File: config.mk
export PLATFORM = sky130hd
export DESIGN_NAME = branch_predictor
export DESIGN_NICKNAME = d
export VERILOG_FILES = /design/src/rtl/branch_predictor.sv
export SDC_FILE = /design/constraint.sdc
export NUM_CORES = 1
export LEC_CHECK = 0
export ABC_CLOCK_PERIOD_IN_PS = 11900
export CORE_MARGIN = 3
export CORE_UTILIZATION = 55
export DETAILED_ROUTE_END_ITERATION = 7
export HOLD_SLACK_MARGIN = 0.08
export PLACE_DENSITY = 0.84
export RECOVER_POWER = 100
export SYNTH_ARGS = -nofsm -noshare
export SYNTH_HDL_FRONTEND = slang
export SYNTH_SLANG_ARGS = --single-unit
File: constraint.sdc
create_clock -name clk -period 11.9 [get_ports clk]
set_input_delay 1.19 -clock clk [delete_from_list [all_inputs] [get_ports clk]]
set_output_delay 1.19 -clock clk [all_outputs]
set_load 0.005 [all_outputs]
File: src/rtl/branch_predictor.sv
// Direct-mapped branch target buffer with per-entry saturating direction counters.
// Lookup is purely combinational; table writes land on the next rising edge.
module branch_predictor #(
    parameter int ADDR_W  = 16,
    parameter int ENTRIES = 16,
    parameter int CNT_W   = 2
) (
    input  logic              clk,
    input  logic              rst,
    input  logic              flush_i,
    input  logic [ADDR_W-1:0] pc_i,
    output logic              pred_hit_o,
    output logic              pred_taken_o,
    output logic [ADDR_W-1:0] pred_target_o,
    input  logic              upd_valid_i,
    input  logic [ADDR_W-1:0] upd_pc_i,
    input  logic              upd_taken_i,
    input  logic [ADDR_W-1:0] upd_target_i,
    input  logic              upd_mispred_i,
    output logic [15:0]       mispred_cnt_o
);

    localparam int IDX_W = $clog2(ENTRIES);
    localparam int TAG_W = ADDR_W - IDX_W;
    localparam logic [CNT_W-1:0] CNT_WT  = CNT_W'(1) << (CNT_W - 1);
    localparam logic [CNT_W-1:0] CNT_WNT = CNT_WT - CNT_W'(1);

    logic              tbl_valid [ENTRIES];
    logic [TAG_W-1:0]  tbl_tag   [ENTRIES];
    logic [CNT_W-1:0]  tbl_cnt   [ENTRIES];
    logic [ADDR_W-1:0] tbl_tgt   [ENTRIES];
    logic [15:0]       mispred_cnt;

    logic [IDX_W-1:0] lk_idx;
    logic [TAG_W-1:0] lk_tag;
    logic [IDX_W-1:0] upd_idx;
    logic [TAG_W-1:0] upd_tag;
    logic             upd_hit;
    logic             tbl_wr;

    function automatic logic [CNT_W-1:0] cnt_step(input logic [CNT_W-1:0] c, input logic up);
        if (up)
            return (&c) ? c : c + CNT_W'(1);
        else
            return (c == '0) ? c : c - CNT_W'(1);
    endfunction

    function automatic logic [15:0] sat_inc16(input logic [15:0] v);
        return (&v) ? v : v + 16'd1;
    endfunction

    assign lk_idx  = pc_i[IDX_W-1:0];
    assign lk_tag  = pc_i[ADDR_W-1:IDX_W];
    assign upd_idx = upd_pc_i[IDX_W-1:0];
    assign upd_tag = upd_pc_i[ADDR_W-1:IDX_W];
    assign upd_hit = tbl_valid[upd_idx] && (tbl_tag[upd_idx] == upd_tag);

    // Lookup reads the registered table only, so a same-cycle update is not bypassed.
    assign pred_hit_o    = tbl_valid[lk_idx] && (tbl_tag[lk_idx] == lk_tag);
    assign pred_taken_o  = pred_hit_o && tbl_cnt[lk_idx][CNT_W-1];
    assign pred_target_o = pred_taken_o ? tbl_tgt[lk_idx] : pc_i + ADDR_W'(1);
    assign mispred_cnt_o = mispred_cnt;

    always_ff @(posedge clk) begin
        if (rst) begin
            for (int i = 0; i < ENTRIES; i++) begin
                tbl_valid[i] <= 1'b0;
                tbl_cnt[i]   <= CNT_WNT;
            end
            mispred_cnt <= '0;
        end else begin
            if (upd_valid_i && upd_mispred_i)
                mispred_cnt <= sat_inc16(mispred_cnt);
            if (flush_i) begin
                for (int i = 0; i < ENTRIES; i++)
                    tbl_valid[i] <= 1'b0;
            end else if (upd_valid_i) begin
                if (upd_hit) begin
                    tbl_cnt[upd_idx] <= cnt_step(tbl_cnt[upd_idx], upd_taken_i);
                end else if (upd_taken_i) begin
                    tbl_valid[upd_idx] <= 1'b1;
                    tbl_cnt[upd_idx]   <= CNT_WT;
                end
            end
        end
    end

    // Tag/target storage carries no reset; it is only meaningful behind a valid bit.
    assign tbl_wr = !rst && !flush_i && upd_valid_i && upd_taken_i;

    always_ff @(posedge clk) begin
        if (tbl_wr) begin
            tbl_tag[upd_idx] <= upd_tag;
            tbl_tgt[upd_idx] <= upd_target_i;
        end
    end

endmodule

==> results by group, run 1 <==
Global routing
  – Initial antenna violation count: 4
  – Vias in the first global route: 13,494
  – Grt ovf: 0
  – Overall Global Routing Usage: 27.02%
  – First-pass GRT wire length: 87,970 um
  – Pin count of the biggest net entering global routing: 69

Synth
  – Yosys cell types: 62
  – Synth Net Count: 1,319
  – Synth area leaders: edfxtp_1, mux4_2, dfxtp_1
  – Ys async rst share: 0%
  – EDFF count, synth: 480
  – Sequential element share of the synthesized area: 65.39%
  – Synth Warn #: 0
  – Mean post-synth cell area: 18.23 um2
  – Most used DFF post-synth: edfxtp_1
  – Mapped Area: 23,020 um2
  – Synth Register Bits: 512
  – Post-synthesis instance total: ~1,300
  – Share of the synthesized area in the top cell type: 62.61%
  – Leading area contributor after synthesis: edfxtp_1

Setup path
  – Crit-path max cell delay: 1.96 ns
  – CP Class: in2out
  – WP data required: approximately 11 ns
  – Crit start category: primary input
  – Crit-path cells: clkbuf_1 > buf_4 > inv_1 > mux4_2 > xor2_1 > a211o_1 > or4_4 > or3_1 > buf_4 > mux2_1 > clkdlybuf4s50_1
  – Crit-path slowest cell: clkbuf_1
  – Endpoint class of the critical path: primary output
  – Max FO, Critical Path: 40
  – Crit path top cell by count: buf_4
  – WP data arrival: 7.85 ns

Final layout
  – Finished Layout Cells: 1,927
  – Fin area: 26,100 um2
  – Most common cell after layout, fill and taps aside: edfxtp_1
  – Commonest non-fill, non-tap cells in the layout: edfxtp_1, mux4_2, mux2i_1, nor2_1, clkbuf_16
  – Filler cells: 2,783
  – Area grow syn2layout: 13.35%
  – Fin nets: 1,406
  – Share of layout cells above drive strength 1: 22.90%

Clocking
  – CTS Buffer Depth: 3
  – Clock transition at path regs: 0.06 ns
  – Clock sink count: 512
  – TritonCTS buffer count: 51
  – Setup Fix Bufs, Post-CTS: 0
  – Clock Latency Late Sink: 0.61 ns
  – Clk root buf: clkbuf_16
  – Hold-fix buffers, CTS: 0
  – H-Tree Depth: 2
  – CTS tree: yes
  – Post-cts repair resize count: 0

STA
  – Slew of the pin with the lowest slew margin: 3.038 ns
  – Final setup fails: 0
  – Unrepaired setup endpoints after global routing: false
  – Final Max Slew Viols: 509
  – Max Clock Freq: 110.6 MHz
  – Relative max-transition margin: -102.5%
  – Setup Skew: 0.01436 ns
  – Period utilisation layout: 75.95%
  – Total Neg Setup Slack: 0 ns
  – Final hold viol count: 0
  – Final setup margin: between 2 and 3 ns
  – Min Tclk post-route: 9.038 ns

Placement
  – # port buffers: 87
  – DP Cell Count: 1,829
  – DP Area: 24,480 um2
  – Worst slack, placed: 4.965 ns
  – Post-DP HPWL: about 33,000 um
  – Routability cong.: 0.8585

Power
  – Clock group share of total power: 42.5%
  – Sw Share: a little over a fifth
  – Cell internal pwr: 3.084 mW
  – Pwr/cell area: about 150 nW/um2
  – Peak supply drop: 170.5 uV
  – Part of the power in registers: 50.5%
  – Static Leak: 8.407 nW
  – Psw: 0.8499 mW
  – Gate power share: 7.1%

Worst hold path
  – Worst Hold Class: reg2reg

Detailed routing
  – Drt first pass iters: 5
  – Via density: 6.907
  – ANT nets after route: 0
  – Routed length per instance: about 30 um
  – Via count: 13,310
  – Total wire length: about 60,000 um
  – DRC Markers: 0
  – DRT iter0 DRCs: 1,777

Status
  – Failing checks: capacitance limit, slew limit
  – Outcome: finished, violations left

Job
  – Maxcap violations: 23

Die
  – I/O pin cnt: 88
  – FP Rows: 74
  – Die H: ~210 um
  – Core area: a little over 40,000 um2
  – Die Area: 44,350 um2
  – Initial core utilization: 56.00%
  – Die X: 210.6 um
[final timing paths]
path / cells past startpoint / to / slack (ns) / start
worst max-delay path: 11 / pred_target_o[7] / 2.86 / pc_i[0]
worst min-delay path: 2 / tbl_valid[12] / 0.49 / tbl_valid[12]
worst max register to register: 7 / tbl_cnt[4][1] / 7.88 / tbl_tag[11][9]
worst min register to register: 2 / tbl_valid[12] / 0.49 / tbl_valid[12]
[cells by family after synthesis]
| group | count (synthesis) | share of synthesized area (%) |
|---|---|---|
| mux | 281 | 22.83 |
| xor+xnor | 52 | 1.978 |
| simple gates | 216 | 4.549 |
| buf+inv | 90 | 1.788 |
| flops | 512 | 65.39 |
| compound gates | 110 | 3.353 |
| fa+ha+maj | 2 | 0.1087 |
[cell type report]
cell class                 count  area (um2)  area share (%)
clock buffer                  66        1385           5.308
sequential                   512       15050           57.69
multi-input combinational    661        7604           29.14
tap                          532       665.6           2.551
timing repair buffer         115       983.4           3.769
clock inverter                30       364.1           1.395
antenna                        2       5.005         0.01918
inverter                       9       33.78          0.1295
[stage by stage]
step / hold WS [ns] / power [mW] / util [%]
finish: 0.4943 / 3.934 / 63.48
global route: 0.5242 / 4.035 / 63.46
CTS: 0.4937 / 3.953 / 63.80
detailed placement: 0.4765 / 2.298 / 59.55
global placement: 0.4669 / 2.292 / 59.55
floorplan: 0.4364 / 2.198 / -
[power groups by stage]
stage / registers, mW / logic (mW) / clock network [mW]
CTS: 1.99 / 0.280 / 1.69
global placement: 2.02 / 0.270 / 0
finish: 1.99 / 0.278 / 1.67
global route: 1.99 / 0.295 / 1.75
detailed placement: 2.02 / 0.275 / 0
floorplan: 2.02 / 0.177 / 0
[per-layer routing]
layer / up-vias / part of all wire (%) / wire length (um) / track usage (%)
met1: 6834 / 37 / 21470 / 36.59
met3: 167 / 10 / 5885 / 5.388
met2: 904 / 49 / 28970 / 43.97
met4: 2 / 4.1 / 2433 / 10.79
li1: 5403 / - / - / -
met5: - / 0.022 / 13 / 0
[cells in the mapped netlist, types with 10 or more instances]
master	count
a21oi_1	10
a22o_1	11
buf_1	14
buf_2	25
clkbuf_1	36
dfxtp_1	32
edfxtp_1	480
mux2_2	20
mux2_4	10
mux2i_1	63
mux4_2	184
nand2_1	40
nand3_1	33
nand4_1	12
nor2_1	66
nor2b_1	11
nor3_1	19
o21a_1	17
o21ai_0	23
xnor2_1	30
xor2_1	22
[worst max-delay path: cells and delay by family]
family                 cells  cell delay [ns]
AO/OA/AOI/OAI              1             0.29
XOR/XNOR                   1             0.17
buffers and inverters      5             4.23
multiplexers               2             1.05
AND/OR/NAND/NOR            2             0.84
[sequential cells by signal (all words and copies together), names as in the netlist]
register       cells
mispred_cnt_o     16
tbl_cnt           32
tbl_tag          192
tbl_tgt          256
tbl_valid         16
Note: power is estimated with default switching activity, not from simulation.
==> run 2, diff against run 1 <==
Settings changed: ABC_CLOCK_PERIOD_IN_PS 11900 to 8000, PLACE_DENSITY 0.84 to 0.87.
Clock period 11.9 ns to 8 ns, I/O delays scaled along.
==> run 2 against run 1 <==
The flow still finishes with violations (capacitance limit, slew limit). Critical endpoint is now tbl_tgt[10][8]. Final cell count about the same. Clock power up 42%. Die area unchanged. Sequential power up 48%. Sequential share of layout area up 0.26 points. Critical path type is now in2reg. Setup slack worse by 1.5 ns. Register-to-register slack worse by 3.4 ns. Flip-flop and latch count unchanged. Global-route usage up 0.089 points.
==> results by group, run 2 (synthesis results as in run 1) <==
Clocking
  – Clock Latency Late Sink: about 0.61 ns
  – Setup Fix Bufs, Post-CTS: 0
  – Post-cts repair resize count: 0
  – CTS tree: yes
  – TritonCTS buffer count: 51
  – CTS Buffer Depth: 3
  – Hold-fix buffers, CTS: 0
  – Clk root buf: clkbuf_16
  – Clock sink count: roughly 510
  – Clock transition at path regs: approximately 0.06 ns
  – H-Tree Depth: 2

STA
  – Max Clock Freq: 150.6 MHz
  – Slew of the pin with the lowest slew margin: ~2.8 ns
  – Min Tclk post-route: roughly 6.6 ns
  – Period utilisation layout: 82.99%
  – Final setup fails: 0
  – Setup Skew: 0.01656 ns
  – Unrepaired setup endpoints after global routing: false
  – Final Max Slew Viols: approximately 340
  – Total Neg Setup Slack: 0 ns
  – Final hold viol count: 0
  – Relative max-transition margin: -85.04%

Die
  – Die H: 210.6 um
  – Initial core utilization: 56.00%
  – Die Area: 44,350 um2
  – Core area: 41,110 um2
  – FP Rows: 74
  – I/O pin cnt: a little under 90
  – Die X: 210.6 um

Placement
  – Post-DP HPWL: between 30,000 and 40,000 um
  – Routability cong.: approximately 0.84
  – # port buffers: 87

Final layout
  – Most common cell after layout, fill and taps aside: edfxtp_1
  – Max reg flops: 256
  – Top reg by flops: tbl_tgt
  – Util after Layout: 63.19%
  – Commonest non-fill, non-tap cells in the layout: edfxtp_1, mux4_2, mux2i_1, nor2_1, clkbuf_16
  – Share of layout cells above drive strength 1: 22.29%
  – Fin nets: 1,407
  – Area grow syn2layout: 12.85%
  – Largest registers: tbl_tgt x256, tbl_tag x192, tbl_cnt x32

Setup path
  – CP Class: in2reg
  – WP data arrival: 6.90 ns
  – Max FO, Critical Path: 36
  – WP data required: about 8.3 ns
  – Crit start category: primary input
  – Endpoint class of the critical path: register

Power
  – Peak supply drop: approximately 200 uV
  – Static Leak: approximately 8.4 nW
  – Pwr/cell area: 220.6 nW/um2

Global routing
  – Grt ovf: 0
  – First-pass GRT wire length: between 80,000 and 90,000 um
  – Pin count of the biggest net entering global routing: 70
  – Overall Global Routing Usage: 27.11%
  – Initial antenna violation count: 6
  – Vias in the first global route: 13,544

Detailed routing
  – DRT iter0 DRCs: 2,021
  – Routed length per instance: ~31 um
  – Total wire length: 59,390 um
  – ANT nets after route: 0
  – Drt first pass iters: 8
  – DRC Markers: 0
  – Via density: 6.937
  – Via count: 13,361

Job
  – Maxcap violations: 16

Worst hold path
  – Worst Hold Class: reg2reg

Status
  – Outcome: finished, violations left
  – Failing checks: capacitance limit, slew limit
-- run 2: cell count changes in the layout (fill, tap and decap cells not counted), sizes merged --
| cell | previous run | this run |
|---|---|---|
| bufinv | 7 | 5 |
| buf | 17 | 22 |
| clkinvlp | 3 | 0 |
| dlygate4sd3 | 45 | 51 |
| clkbuf | 85 | 78 |
| clkinv | 20 | 25 |
| clkdlybuf4s50 | 34 | 28 |
| diode | 2 | 3 |
-- run 2: final timing paths --
check	startpoint	depth (start not counted)	slack, ns	end
max reg2reg	tbl_tag[2][9]	7	4.44	tbl_cnt[0][1]
max	upd_pc_i[3]	6	1.36	tbl_tgt[10][8]
min reg2reg	tbl_valid[12]	2	0.50	tbl_valid[12]
min	tbl_valid[12]	2	0.50	tbl_valid[12]
-- run 2: metrics by stage --
| stage | std cells | hold slack, ns | instance area (um2) | worst slack, ns | power, mW |
|---|---|---|---|---|---|
| detailed placement | 1830 | 0.4737 | 24490 | 2.241 | 3.420 |
| floorplan | 1263 | 0.4364 | 23020 | 3.291 | 3.270 |
| global route | 1924 | 0.5241 | 25970 | 1.139 | 5.872 |
| CTS | 1923 | 0.4989 | 26130 | 2.201 | 5.757 |
| global placement | 1830 | 0.4594 | 24490 | 2.283 | 3.409 |
| finish | 1926 | 0.5006 | 25980 | 1.361 | 5.732 |
-- run 2: where the power goes --
| part | switching, mW | internal, mW | total, mW |
|---|---|---|---|
| clock | 1.01 | 1.36 | 2.37 |
| combinational | 0.229 | 0.181 | 0.410 |
| sequential | 0.00778 | 2.95 | 2.95 |
| total | 1.25 | 4.48 | 5.73 |
-- run 2: layer usage --
metal	track usage, %	up-vias	routed length, um
met2	44.61	946	29700
met4	9.261	2	2192
met3	5.596	169	6244
met5	0	-	13
li1	-	5394	-
met1	36.85	6850	21240
-- run 2: final cells by class --
cell class | count | area [um2]
fill | 2765 | 15130
sequential | 512 | 15050
multi-input combinational | 661 | 7560
clock buffer | 63 | 1343
timing repair buffer | 116 | 1012
tap | 532 | 665.6
clock inverter | 30 | 302.8
inverter | 9 | 33.78
antenna | 3 | 7.507
-- run 2: worst max-delay path, cell delays in order --
cell and delay, ns:
clkbuf_1 1.47, clkbuf_1 1.74, nor2b_1 0.47, nand2_1 0.15, nor2_1 1.63, buf_4 0.57
==> run 3, diff against run 2 <==
Settings changed: ABC_CLOCK_PERIOD_IN_PS 8000 to 5700.
Clock period 8 ns to 5.7 ns, I/O delays scaled along.
==> run 3 against run 2 <==
Critical path depth is 1 higher. Total power is 41% higher. Final area is 0.33% higher. Critical endpoint is now tbl_tgt[12][8]. Non-clock buffer count increased by 14. Sequential power grew 40%. Combinational power is 44% higher. Clock-buffer cell count shrank 6. The flow still finishes with violations (capacitance limit, slew limit).
==> results by group, run 3 (synthesis results as in run 1) <==
STA
  – Slew of the pin with the lowest slew margin: 3.011 ns
  – Max Clock Freq: 185.8 MHz
  – Final setup fails: 0
  – Unrepaired setup endpoints after global routing: false
  – Total Neg Setup Slack: 0 ns
  – Final hold viol count: 0
  – Min Tclk post-route: 5.382 ns
  – Final Max Slew Viols: around 300
  – Setup Skew: 0.01347 ns
  – Relative max-transition margin: -101.5%
  – Period utilisation layout: a little over nine tenths

Final layout
  – Most common cell after layout, fill and taps aside: edfxtp_1
  – Share of layout cells above drive strength 1: 23.50%
  – Top reg by flops: tbl_tgt
  – Max reg flops: 256
  – Commonest non-fill, non-tap cells in the layout: edfxtp_1, mux4_2, mux2i_1, nor2_1, clkbuf_16
  – Largest registers: tbl_tgt x256, tbl_tag x192, tbl_cnt x32
  – Finished Layout Cells: 1,934
  – Area grow syn2layout: 13.22%
  – Fin nets: around 1,400

Detailed routing
  – DRT iter0 DRCs: roughly 1,900
  – Via count: 13,492
  – ANT nets after route: 0
  – Routed length per instance: 31.10 um
  – Total wire length: 60,140 um
  – Drt first pass iters: 5
  – Via density: between 6 and 7
  – DRC Markers: 0

Clocking
  – Post-cts repair resize count: 0
  – TritonCTS buffer count: 49
  – Clock Latency Late Sink: 0.60 ns
  – CTS Buffer Depth: 3
  – Hold-fix buffers, CTS: 0
  – H-Tree Depth: 2
  – CTS tree: yes
  – Clk root buf: clkbuf_16
  – Clock transition at path regs: 0.06 ns
  – Clock sink count: 512
  – Setup Fix Bufs, Post-CTS: 0

Placement
  – DP Cell Count: 1,844
  – Post-DP HPWL: 36,340 um
  – Routability cong.: 0.8869
  – # port buffers: 87

Power
  – Cell internal pwr: 6.318 mW
  – Pwr/cell area: 309.0 nW/um2
  – Static Leak: 8.437 nW
  – Clock group share of total power: 41.2%
  – Peak supply drop: 271.7 uV
  – Power consumption: between 8 and 9 mW
  – Psw: around 1.7 mW
  – Gate power share: roughly 7.3%
  – Sw Share: 21.56%
  – Part of the power in registers: between 50% and 60%

Die
  – Die H: 210.6 um
  – FP Rows: 74
  – Die X: 210.6 um
  – I/O pin cnt: between 80 and 90
  – Core area: 41,110 um2
  – Die Area: 44,350 um2
  – Initial core utilization: 56.00%

Setup path
  – WP data required: 5.91 ns
  – Crit start category: primary input
  – CP Class: in2reg
  – WP data arrival: 5.59 ns
  – Max FO, Critical Path: 35
  – Endpoint class of the critical path: register
  – R2r setup slk: 2.19 ns

Global routing
  – Vias in the first global route: 13,780
  – Initial antenna violation count: 4
  – First-pass GRT wire length: 88,940 um
  – Overall Global Routing Usage: between 20 and 30%
  – Pin count of the biggest net entering global routing: 52
  – Grt ovf: 0

Status
  – Failing checks: capacitance limit, slew limit
  – Outcome: finished, violations left

Job
  – Maxcap violations: 15

Worst hold path
  – Worst Hold Class: reg2reg
## run 3: cell types whose count changed in the layout (fill, tap and decap cells not counted), sizes merged
cell | previous run | this run
clkbuf | 78 | 76
bufinv | 5 | 7
dlygate4sd3 | 51 | 44
diode | 3 | 2
clkinvlp | 0 | 3
clkinv | 25 | 21
buf | 22 | 32
clkdlybuf4s50 | 28 | 35
## run 3: per-stage QoR
stage                     cell area, um2  hold slack (ns)  util [%]  setup slack (ns)
after floorplan                    23020           0.4364         -             1.451
final                              26070           0.4944     63.40            0.3179
after detailed placement           24600           0.4726     59.85            0.7672
after CTS                          26230           0.4937     63.81            0.7113
after global placement             24600           0.4657     59.85            0.8268
after global routing               26060           0.5115     63.40            0.2793
## run 3: path summary, 6_finish.rpt
check                                     from        endpoint  depth (start not counted)
worst max register to register  tbl_tag[7][11]   tbl_cnt[3][1]                          7
worst min-delay path              tbl_valid[8]    tbl_valid[8]                          2
worst min register to register    tbl_valid[8]    tbl_valid[8]                          2
worst max-delay path               upd_pc_i[3]  tbl_tgt[12][8]                          7
## run 3: worst max-delay path: stages
cell and delay, ns:
clkbuf_1 1.66, buf_4 0.52, buf_4 0.25, and2_1 0.25, nand2_1 0.14, nor2_2 1.26
clkbuf_1 0.88
## run 3: area by class of cell
type                            count  area [um2]
Inverter                            9       33.78
Fill cell                        2707       15040
Clock inverter                     31       347.8
Timing Repair Buffer              130        1117
Tap cell                          532       665.6
Sequential cell                   512       15050
Antenna cell                        2       5.005
Multi-Input combinational cell    661        7564
Clock buffer                       57        1277
## run 3: routing by layer
| layer | GRT usage (%) | share of wire, % |
|---|---|---|
| met5 | 0 | 0.013 |
| met4 | 12.89 | 4.9 |
| met2 | 45.59 | 50 |
| met3 | 4.986 | 10 |
| met1 | 35.65 | 34 |
## run 3: power groups by stage
stage	registers [mW]	clock network (mW)	logic [mW]
3_5_place_dp	4.22	0	0.583
3_3_place_gp	4.22	0	0.570
6_report	4.14	3.32	0.591
5_1_grt	4.14	3.48	0.622
2_1_floorplan	4.22	0	0.369
4_1_cts	4.14	3.36	0.593
